File: src/rtl/mm_interrupt_controller.sv
// mm_interrupt_controller: PLIC-lite external interrupt controller.
// Level sources latch into pending bits. Pending bits are masked per context (M and S).
// Claim reads return the lowest enabled pending ID and move that ID to in_flight.
// A complete write retires the ID, after which a still-asserted source can pend again.
// Optional macro MM_INTERRUPT_CONTROLLER_SYNC_EN adds a 2-flop input synchronizer.
module mm_interrupt_controller #(
    parameter int unsigned           DATA_WIDTH  = 64,
    parameter int unsigned           ADDR_WIDTH  = 64,
    parameter int unsigned           NUM_SOURCES = 8,
    parameter logic [ADDR_WIDTH-1:0] BASE_ADDR   = ADDR_WIDTH'(64'h000F0000)
) (
    input  logic                    clock,
    input  logic                    reset,
    input  logic [NUM_SOURCES-1:0]  irq_sources,
    input  logic                    readEnable,
    input  logic                    writeEnable,
    input  logic [DATA_WIDTH/8-1:0] writeByteEnable,
    input  logic [ADDR_WIDTH-1:0]   address,
    input  logic [DATA_WIDTH-1:0]   writeData,
    output logic [DATA_WIDTH-1:0]   readData,
    output logic                    m_ext_interrupt,
    output logic                    s_ext_interrupt
);

    localparam logic [ADDR_WIDTH-1:0] OffPending = ADDR_WIDTH'(8'h00);
    localparam logic [ADDR_WIDTH-1:0] OffMEnable = ADDR_WIDTH'(8'h08);
    localparam logic [ADDR_WIDTH-1:0] OffSEnable = ADDR_WIDTH'(8'h10);
    localparam logic [ADDR_WIDTH-1:0] OffMClaim  = ADDR_WIDTH'(8'h18);
    localparam logic [ADDR_WIDTH-1:0] OffSClaim  = ADDR_WIDTH'(8'h20);

    // Vectors are indexed by ID; bit 0 (ID "none") is always 0.
    logic [NUM_SOURCES:0]  pending_q, pending_d;
    logic [NUM_SOURCES:0]  in_flight_q, in_flight_d;
    logic [NUM_SOURCES:0]  m_enable_q, m_enable_d;
    logic [NUM_SOURCES:0]  s_enable_q, s_enable_d;
    logic [DATA_WIDTH-1:0] read_data_q, read_data_d;
    logic                  m_ext_q, m_ext_d;
    logic                  s_ext_q, s_ext_d;

    logic [ADDR_WIDTH-1:0]  offset;
    logic [NUM_SOURCES-1:0] gw_src;
    logic [7:0]             m_claim_id;
    logic [7:0]             s_claim_id;
    logic [7:0]             complete_id;
    logic                   m_claim_rd, s_claim_rd;
    logic                   m_complete_wr, s_complete_wr;

    assign offset      = address - BASE_ADDR;
    assign complete_id = writeData[7:0];

    // Bits above NUM_SOURCES and unused byte lanes are intentionally dropped.
    logic unused_bus;
    assign unused_bus = ^{writeData, writeByteEnable};

`ifdef MM_INTERRUPT_CONTROLLER_SYNC_EN
    logic [NUM_SOURCES-1:0] sync1_q, sync1_d;
    logic [NUM_SOURCES-1:0] sync2_q, sync2_d;

    // Synchronizer chain next-state.
    always_comb begin
        sync1_d = irq_sources;
        sync2_d = sync1_q;
    end

    // Two-flop synchronizer for asynchronous sources.
    always_ff @(posedge clock or negedge reset) begin
        if (!reset) begin
            sync1_q <= '0;
            sync2_q <= '0;
        end else begin
            sync1_q <= sync1_d;
            sync2_q <= sync2_d;
        end
    end

    assign gw_src = sync2_q;
`else
    assign gw_src = irq_sources;
`endif

    // Lowest set ID in the vector, or 0 when empty.
    function automatic logic [7:0] lowest_id(input logic [NUM_SOURCES:0] v);
        logic [7:0] id;
        id = '0;
        for (int i = NUM_SOURCES; i >= 1; i--) begin
            if (v[i]) id = 8'(i);
        end
        return id;
    endfunction

    // Byte-lane masked enable update; bit 0 stays 0.
    function automatic logic [NUM_SOURCES:0] enable_write(input logic [NUM_SOURCES:0] old_v,
                                                          input logic [DATA_WIDTH-1:0] wdata,
                                                          input logic [DATA_WIDTH/8-1:0] be);
        logic [NUM_SOURCES:0] r;
        r = old_v;
        for (int i = 1; i <= NUM_SOURCES; i++) begin
            if (be[i/8]) r[i] = wdata[i];
        end
        r[0] = 1'b0;
        return r;
    endfunction

    // Decode claim/complete strobes and select the per-context claim candidates.
    always_comb begin
        m_claim_id    = lowest_id(pending_q & m_enable_q);
        s_claim_id    = lowest_id(pending_q & s_enable_q);
        m_claim_rd    = readEnable && (offset == OffMClaim);
        s_claim_rd    = readEnable && (offset == OffSClaim);
        m_complete_wr = writeEnable && writeByteEnable[0] && (offset == OffMClaim);
        s_complete_wr = writeEnable && writeByteEnable[0] && (offset == OffSClaim);
    end

    // Gateway, claim and complete updates of pending/in_flight; enable writes.
    always_comb begin
        pending_d   = pending_q;
        in_flight_d = in_flight_q;
        m_enable_d  = m_enable_q;
        s_enable_d  = s_enable_q;

        for (int i = 1; i <= NUM_SOURCES; i++) begin
            // Gateway uses pre-edge state, so a completion re-pends one cycle later.
            if (gw_src[i-1] && !pending_q[i] && !in_flight_q[i]) pending_d[i] = 1'b1;
            if ((m_complete_wr || s_complete_wr) && in_flight_q[i] && complete_id == 8'(i)) begin
                in_flight_d[i] = 1'b0;
            end
            // Only one claim register is addressed per cycle; ID 0 matches nothing.
            if ((m_claim_rd && m_claim_id == 8'(i)) || (s_claim_rd && s_claim_id == 8'(i))) begin
                pending_d[i]   = 1'b0;
                in_flight_d[i] = 1'b1;
            end
        end
        pending_d[0]   = 1'b0;
        in_flight_d[0] = 1'b0;

        if (writeEnable && offset == OffMEnable) begin
            m_enable_d = enable_write(m_enable_q, writeData, writeByteEnable);
        end
        if (writeEnable && offset == OffSEnable) begin
            s_enable_d = enable_write(s_enable_q, writeData, writeByteEnable);
        end
    end

    // Read mux from pre-write state, and registered interrupt outputs.
    always_comb begin
        read_data_d = read_data_q;
        if (readEnable) begin
            case (offset)
                OffPending: read_data_d = DATA_WIDTH'(pending_q);
                OffMEnable: read_data_d = DATA_WIDTH'(m_enable_q);
                OffSEnable: read_data_d = DATA_WIDTH'(s_enable_q);
                OffMClaim:  read_data_d = DATA_WIDTH'(m_claim_id);
                OffSClaim:  read_data_d = DATA_WIDTH'(s_claim_id);
                default:    read_data_d = '0;
            endcase
        end
        m_ext_d = |(pending_q & m_enable_q);
        s_ext_d = |(pending_q & s_enable_q);
    end

    // State registers.
    always_ff @(posedge clock or negedge reset) begin
        if (!reset) begin
            pending_q   <= '0;
            in_flight_q <= '0;
            m_enable_q  <= '0;
            s_enable_q  <= '0;
            read_data_q <= '0;
            m_ext_q     <= 1'b0;
            s_ext_q     <= 1'b0;
        end else begin
            pending_q   <= pending_d;
            in_flight_q <= in_flight_d;
            m_enable_q  <= m_enable_d;
            s_enable_q  <= s_enable_d;
            read_data_q <= read_data_d;
            m_ext_q     <= m_ext_d;
            s_ext_q     <= s_ext_d;
        end
    end

    assign readData        = read_data_q;
    assign m_ext_interrupt = m_ext_q;
    assign s_ext_interrupt = s_ext_q;

endmodule
File: config.mk
export PLATFORM = sky130hd
export DESIGN_NAME = mm_interrupt_controller
export DESIGN_NICKNAME = d
export VERILOG_FILES = /design/src/rtl/mm_interrupt_controller.sv
export SDC_FILE = /design/constraint.sdc
export NUM_CORES = 1
export LEC_CHECK = 0
export ABC_AREA = 1
export ABC_CLOCK_PERIOD_IN_PS = 2000
export BUFFER_PORTS_ARGS = -buffer_cell sky130_fd_sc_hd__buf_4
export CAP_MARGIN = 20
export CORE_ASPECT_RATIO = 0.7
export CORE_MARGIN = 10
export CORE_UTILIZATION = 49
export CTS_CLUSTER_DIAMETER = 50
export DETAILED_ROUTE_END_ITERATION = 16
export MAX_ROUTING_LAYER = met4
export PLACE_DENSITY_LB_ADDON = 0.05
export RECOVER_POWER = 25
export SLEW_MARGIN = 5
export SYNTH_ARGS = -nofsm -noshare
export SYNTH_HDL_FRONTEND = slang
export SYNTH_SLANG_ARGS = --single-unit
File: constraint.sdc
create_clock -name clock -period 2 [get_ports clock]
set_input_delay 0.4 -clock clock [delete_from_list [all_inputs] [get_ports clock]]
set_output_delay 0.4 -clock clock [all_outputs]
set_load 0.03 [all_outputs]
# Word level (Yosys, flattened, before mapping)
# Index checks and enable logic that the tools add are counted.
# word_totals
register_bits	98
elab_cells	206
input_bits	148
# op_classes
muxes	49
bitwise_logic	2
n_addsub	1
n_eq_ne	28
n_reduce_logical	103
# ops
cell	count
$eq A64 B5 Y1 const B	2
$mux W8	13
$eq A8 B3 Y1 const B	12
$eq A64 B4 Y1 const B	1
$eq A64 B6 Y1 const B	1
$logic_not A64 Y1	1
$sub A64 B20 Y64 const B	1
$logic_and A1 B1 Y1	55
$eq A8 B2 Y1 const B	6
$pmux W9 S5	1
$mux W1	32
$reduce_bool A2 Y1	16
$eq A8 B1 Y1 const B	3
$eq A8 B4 Y1 const B	3
$and A9 B9 Y9	2
$reduce_or A9 Y1	2
$logic_not A1 Y1	16
$mux W4	3
$logic_or A1 B1 Y1	9
$reduce_and A2 Y1	4

# Logic depth before layout (Yosys ltp)
# logic_depth
word_depth	13
depth_mapped	18
ltp_nobuf	17

# Worst setup path after synthesis
# Ideal clock, no wire load.
# synth_path
kind	input to register
start	input address[17]
end	register m_enable_q[6]
stages	18
setup_ps	117
n_path_buf	1
arrival_ps	2160
setup_slack_ps	-277
path_cell_list	nand2_1 > nor2_4 > nor2_1 > nand2_2 > nor2_4 > nand2_1 > nand2_1 > nand3_1 > nor2_1 > nand2_1 > nor2_4 > and2_4 > nand2_1 > nor2_2 > nand2_2 > buf_6 > nand2_1 > o21ai_2
# synth_via
elab_chain_len	4
# synth_lines
element	line_no	text
from (decl)	18	input logic [ADDR_WIDTH-1:0] address,
$sub A64 B20 Y64	48	assign offset = address - BASE_ADDR;
$eq A64 B4 Y1	136	if (writeEnable && offset == OffMEnable) begin
$logic_and A1 B1 Y1	136	
$reduce_and A2 Y1 (no source line)	--	
to (signal assigned)	174	m_enable_q <= m_enable_d;
to (decl)	34	logic [NUM_SOURCES:0] m_enable_q, m_enable_d;
# Every way passes these cells.
# A chain may end at the register's enable or synchronous reset.

# Worst setup path after layout
# layout_path
start	input address[26]
end	register in_flight_q[2]
# layout_via
elab_chain_len	7
elab_cells_between_ends	15
# layout_lines
element	line_no	text
$sub A64 B20 Y64 *	48	
$eq A64 B5 Y1 or $eq A64 B6 Y1 (tied branches)	--	
$logic_and A1 B1 Y1, on equally long branches	110, 111	
$logic_or A1 B1 Y1	124	if ((m_complete_wr || s_complete_wr) && in_flight_q[i] && complete_id == 8'(i)) begin
$logic_and A1 B1 Y1 (2 in a row)	124	
$reduce_bool A2 Y1 (no source line)	--	
to (signal assigned)	173	in_flight_q <= in_flight_d;
to (decl)	33	logic [NUM_SOURCES:0] in_flight_q, in_flight_d;
# Every way passes the cells marked *; elsewhere a longest branch is shown, timed or not.

==> run_summary.xml <==
<?xml version="1.0" encoding="UTF-8"?>
<metrics>
  <group name="run_status">
    <metric name="outcome" unit="">complete, but fails checks</metric>
    <metric name="failing_checks" unit="">setup timing</metric>
  </group>
  <group name="global_routing">
    <metric name="grt_max_degree" unit="">44</metric>
    <metric name="groute.usage.overall" unit="%">31.1</metric>
    <metric name="grt_pass1_vias" unit="">6777</metric>
    <metric name="grt_overflow" unit="">0</metric>
    <metric name="first_pass_grt_wire_length" unit="mm">33.9</metric>
    <metric name="grt_antenna_before_repair" unit="">0</metric>
  </group>
  <group name="sta">
    <metric name="layout_min_cycle_time" unit="ps">2600</metric>
    <metric name="timing.final.hold_violations" unit="">0</metric>
    <metric name="final_min_period_over_clock_period" unit="%">130</metric>
    <metric name="final_setup_skew" unit="ps">10.0</metric>
    <metric name="rsz0062_at_grt" unit="">yes</metric>
    <metric name="final-setup-viol-count" unit="">41</metric>
    <metric name="max_clock_freq" unit="MHz">385</metric>
    <metric name="final_max_slew_viol_count" unit="">0</metric>
    <metric name="hold_ws" unit="ps">318</metric>
    <metric name="final_critical_path_setup_slack" unit="ps">-601</metric>
    <metric name="slew_headroom" unit="%">25.2</metric>
    <metric name="worstMarginPinSlew" unit="ps">1120</metric>
  </group>
  <group name="route">
    <metric name="drt-wirelength-per-cell" unit="um">19.7</metric>
    <metric name="detail_route_antenna_nets" unit="">0</metric>
    <metric name="initialDrtViolationCount" unit="">981</metric>
    <metric name="first_pass_iters" unit="">8</metric>
    <metric name="vias" unit="">6953</metric>
    <metric name="detail_route.drc_violations" unit="">0</metric>
    <metric name="drt_total_wl" unit="mm">23.6</metric>
    <metric name="routed_via_density" unit="">5.80</metric>
  </group>
  <group name="synthesis">
    <metric name="synth.distinct_cells" unit="">32</metric>
    <metric name="seq_area_frac_synth" unit="%">23.0</metric>
    <metric name="synth_xor_area_share" unit="%">0</metric>
    <metric name="main_combinational_cell_family_by_area_after_synthesis" unit="">simple AND/OR/NAND/NOR gates</metric>
    <metric name="combined_area_of_all_synthesized_cells" unit="sq mm">0.00468</metric>
    <metric name="synth-seq-cells" unit="">43</metric>
    <metric name="synth.mux.area_fraction" unit="%">0</metric>
    <metric name="avgSynthCellArea" unit="sq um">5.78</metric>
    <metric name="synth_compound_gate_area_share" unit="%">5.35</metric>
    <metric name="synthCells" unit="">810</metric>
    <metric name="synth_simple_gate_area_share" unit="%">55.9</metric>
    <metric name="post_synth_fa_ha_maj_area_fraction" unit="%">0</metric>
    <metric name="yosys_warnings" unit="">0</metric>
  </group>
  <group name="pwr">
    <metric name="vdd_ir_drop_max" unit="V">0.000477</metric>
    <metric name="power.internal" unit="W">0.00191</metric>
    <metric name="switching_part_of_the_total_power" unit="%">30.7</metric>
    <metric name="clock_power_share" unit="%">38.5</metric>
    <metric name="comb_power_share" unit="%">29.9</metric>
    <metric name="p_leak" unit="nW">3.88</metric>
    <metric name="power_density" unit="mW/mm^2">354</metric>
    <metric name="pnr_total_power" unit="W">0.00276</metric>
    <metric name="netSwitchingPower" unit="W">0.000846</metric>
    <metric name="share_seq_of_total_power" unit="%">31.6</metric>
  </group>
  <group name="clocking">
    <metric name="cts_sinks" unit="">43</metric>
    <metric name="ctsHtreeMaxLevel" unit="">2</metric>
    <metric name="clkTransAtPathRegs" unit="ps">70</metric>
    <metric name="cts_hold_buf" unit="">0</metric>
    <metric name="cts_tree" unit="">built</metric>
    <metric name="cts-root-buf" unit="">clkbuf_16</metric>
    <metric name="clock_tree.buffer_depth" unit="">2</metric>
    <metric name="cts-buffers-inserted" unit="">5</metric>
    <metric name="worstSkewPairLatency" unit="ps">290</metric>
  </group>
  <group name="cells_and_area">
    <metric name="num_antenna_cells" unit="">0</metric>
    <metric name="finalNonFillerCells" unit="">1198</metric>
    <metric name="post_route_cells_drive_above_1_share" unit="%">44.5</metric>
    <metric name="post-route-util" unit="%">84.7</metric>
    <metric name="fin_nets" unit="">1221</metric>
    <metric name="areaGrowthSynthToFinish" unit="%">66.2</metric>
  </group>
  <group name="critical_path">
    <metric name="worstRegToRegCells" unit="">10</metric>
    <metric name="cp_max_fo" unit="">5</metric>
    <metric name="timing.critical_path.arrival" unit="ps">2770</metric>
    <metric name="critical_path.startpoint_type" unit="">input pin</metric>
    <metric name="worst_setup_path_end_kind" unit="">flip-flop</metric>
    <metric name="worstPathRequired" unit="ps">2170</metric>
    <metric name="critical_path_class" unit="">in -&gt; reg</metric>
  </group>
  <group name="die">
    <metric name="floorplan.initialDensity" unit="%">51.0</metric>
    <metric name="core_region_area" unit="sq mm">0.00918</metric>
    <metric name="rows" unit="">29</metric>
    <metric name="die_area" unit="sq mm">0.0139</metric>
    <metric name="ioPinCount" unit="">214</metric>
    <metric name="die_height" unit="um">102</metric>
    <metric name="fp.dieW" unit="um">137</metric>
  </group>
  <group name="placed_design">
    <metric name="portbufs" unit="">97</metric>
    <metric name="place_hpwl" unit="mm">15.7</metric>
    <metric name="placed_cell_count" unit="">1153</metric>
    <metric name="routabilityCongestion" unit="">0.983</metric>
  </group>
  <group name="min_path">
    <metric name="hold_path.class" unit="">in -&gt; async</metric>
  </group>
  <group name="flow_run">
    <metric name="cap_violations" unit="">0</metric>
  </group>
</metrics>
-- cells in the final DEF (no fill, tap or decap), types with 12 or more instances in the layout --
master,Yosys,final
buf_4,55,231
nand2_1,261,197
nor2_1,143,80
inv_1,71,68
conb_1,1,55
nand2_2,5,54
nand3_1,82,50
nor2_4,7,48
dfrtp_1,43,43
nor2_2,11,34
nand4_1,34,34
nand3_2,1,27
buf_6,2,26
nand2_4,0,17
nand3b_1,17,17
o21ai_2,3,12
-- path summary, 6_finish.rpt --
check                                 endpoint  slack, ps            from
max in group asynchronous       in_flight_q[8]       1000           reset
worst max-delay path            in_flight_q[2]       -600     address[26]
worst min-delay path               readData[4]        320           reset
worst max register to register  in_flight_q[6]         30    pending_q[6]
worst min register to register  in_flight_q[4]        490  in_flight_q[4]
min in group clock                pending_q[6]        370  irq_sources[5]
-- Yosys cell counts --
| cell | number | area (sq um) |
|---|---|---|
| and3_1 | 2 | 12.5 |
| a31oi_1 | 2 | 12.5 |
| nand3_2 | 1 | 10.0 |
| conb_1 | 1 | 3.75 |
| nor3_1 | 12 | 60.1 |
| o21ai_1 | 16 | 80.1 |
| nor4_1 | 7 | 43.8 |
| buf_1 | 1 | 3.75 |
| a21oi_1 | 9 | 45.0 |
| o21bai_2 | 1 | 11.3 |
| nand3b_1 | 17 | 128 |
| clkbuf_1 | 2 | 7.51 |
| buf_6 | 2 | 22.5 |
| nand4_1 | 34 | 213 |
| dfrtp_1 | 43 | 1080 |
| and2_1 | 3 | 18.8 |
| clkinv_1 | 1 | 3.75 |
| nand2_2 | 5 | 31.3 |
| a32oi_1 | 2 | 17.5 |
| nor2_1 | 143 | 537 |
| buf_2 | 3 | 15.0 |
| inv_1 | 71 | 267 |
| o21ai_0 | 10 | 50.1 |
| nand3_1 | 82 | 410 |
| and2_4 | 1 | 8.76 |
| nand2_1 | 261 | 980 |
| a21boi_1 | 1 | 7.51 |
| o21ai_2 | 3 | 26.3 |
| buf_4 | 55 | 413 |
| nor2_4 | 7 | 78.8 |
| nor3_4 | 1 | 16.3 |
| nor2_2 | 11 | 68.8 |
-- power by group through the flow --
stage / Clock [W] / Combinational, W / Sequential [W]
floorplan: 0 / 0.000390 / 0.000886
global placement: 0 / 0.000653 / 0.000886
detailed placement: 0 / 0.000663 / 0.000886
CTS: 0.00106 / 0.000730 / 0.000870
global route: 0.00110 / 0.000866 / 0.000869
finish: 0.00106 / 0.000824 / 0.000870
-- worst max-delay path, stage by stage --
cell     delay (ps)
buf_4           130
nor2_4          150
nand2_2         130
nor2_4          200
nand2_4         120
buf_6           150
nand2_4          60
buf_4           100
nand4_1         110
nor2_1          230
nand4_1         190
nor2_4          180
nand3_4         110
nand2_4         130
buf_12          120
nand3_4          60
nand2_2         110
nand3_1          80
-- per-layer routing --
metal / share of wire, % / vias up / GRT usage [%]
met5: 0 / - / -
met4: 3.8 / 0 / 7.59
met3: 14 / 126 / 8.11
met2: 44 / 625 / 47.5
met1: 38 / 3149 / 40.0
li1: - / 3053 / -
-- timing repair --
item                       in CTS  in global routing
setup endpoints to repair      41                 41
buffers inserted               19                 15
gates cloned                    3                  0
resized for setup             148                 75
pin swaps                      68                 62
-- flip-flops by register name, summed over array words and instances (netlist names) --
register / count
in_flight_q: 8
s_ext_interrupt: 1
pending_q: 8
m_ext_interrupt: 1
s_enable_q: 8
m_enable_q: 8
readData: 9
-- cell families (layout without fill, tap and decap cells) --
kind of cell | Yosys count | after routing
AOI/OAI and AO/OA | 44 | 44
and+or+nand+nor | 587 | 590
DFF | 43 | 43
buffers and inverters | 135 | 342
other | 1 | 55
-- area by class of cell --
class | instances | area [sq um]
flip-flops and latches | 43 | 1080
clock buffers | 6 | 129
fillers | 573 | 1410
inverters | 72 | 270
multi-input cells | 689 | 3980
clock inverters | 2 | 60.1
well taps | 124 | 155
repair buffers | 262 | 2110
-- through the flow --
| stage | setup TNS, ps | cell area, sq um | setup WS (ps) |
|---|---|---|---|
| floorplan | -5070 | 5050 | -259 |
| global placement | -30190 | 6480 | -825 |
| detailed placement | -32240 | 6480 | -906 |
| CTS | -12250 | 7400 | -374 |
| global route | -23880 | 7770 | -692 |
| finish | -20270 | 7770 | -601 |
Power figures use the tool's default switching activity.
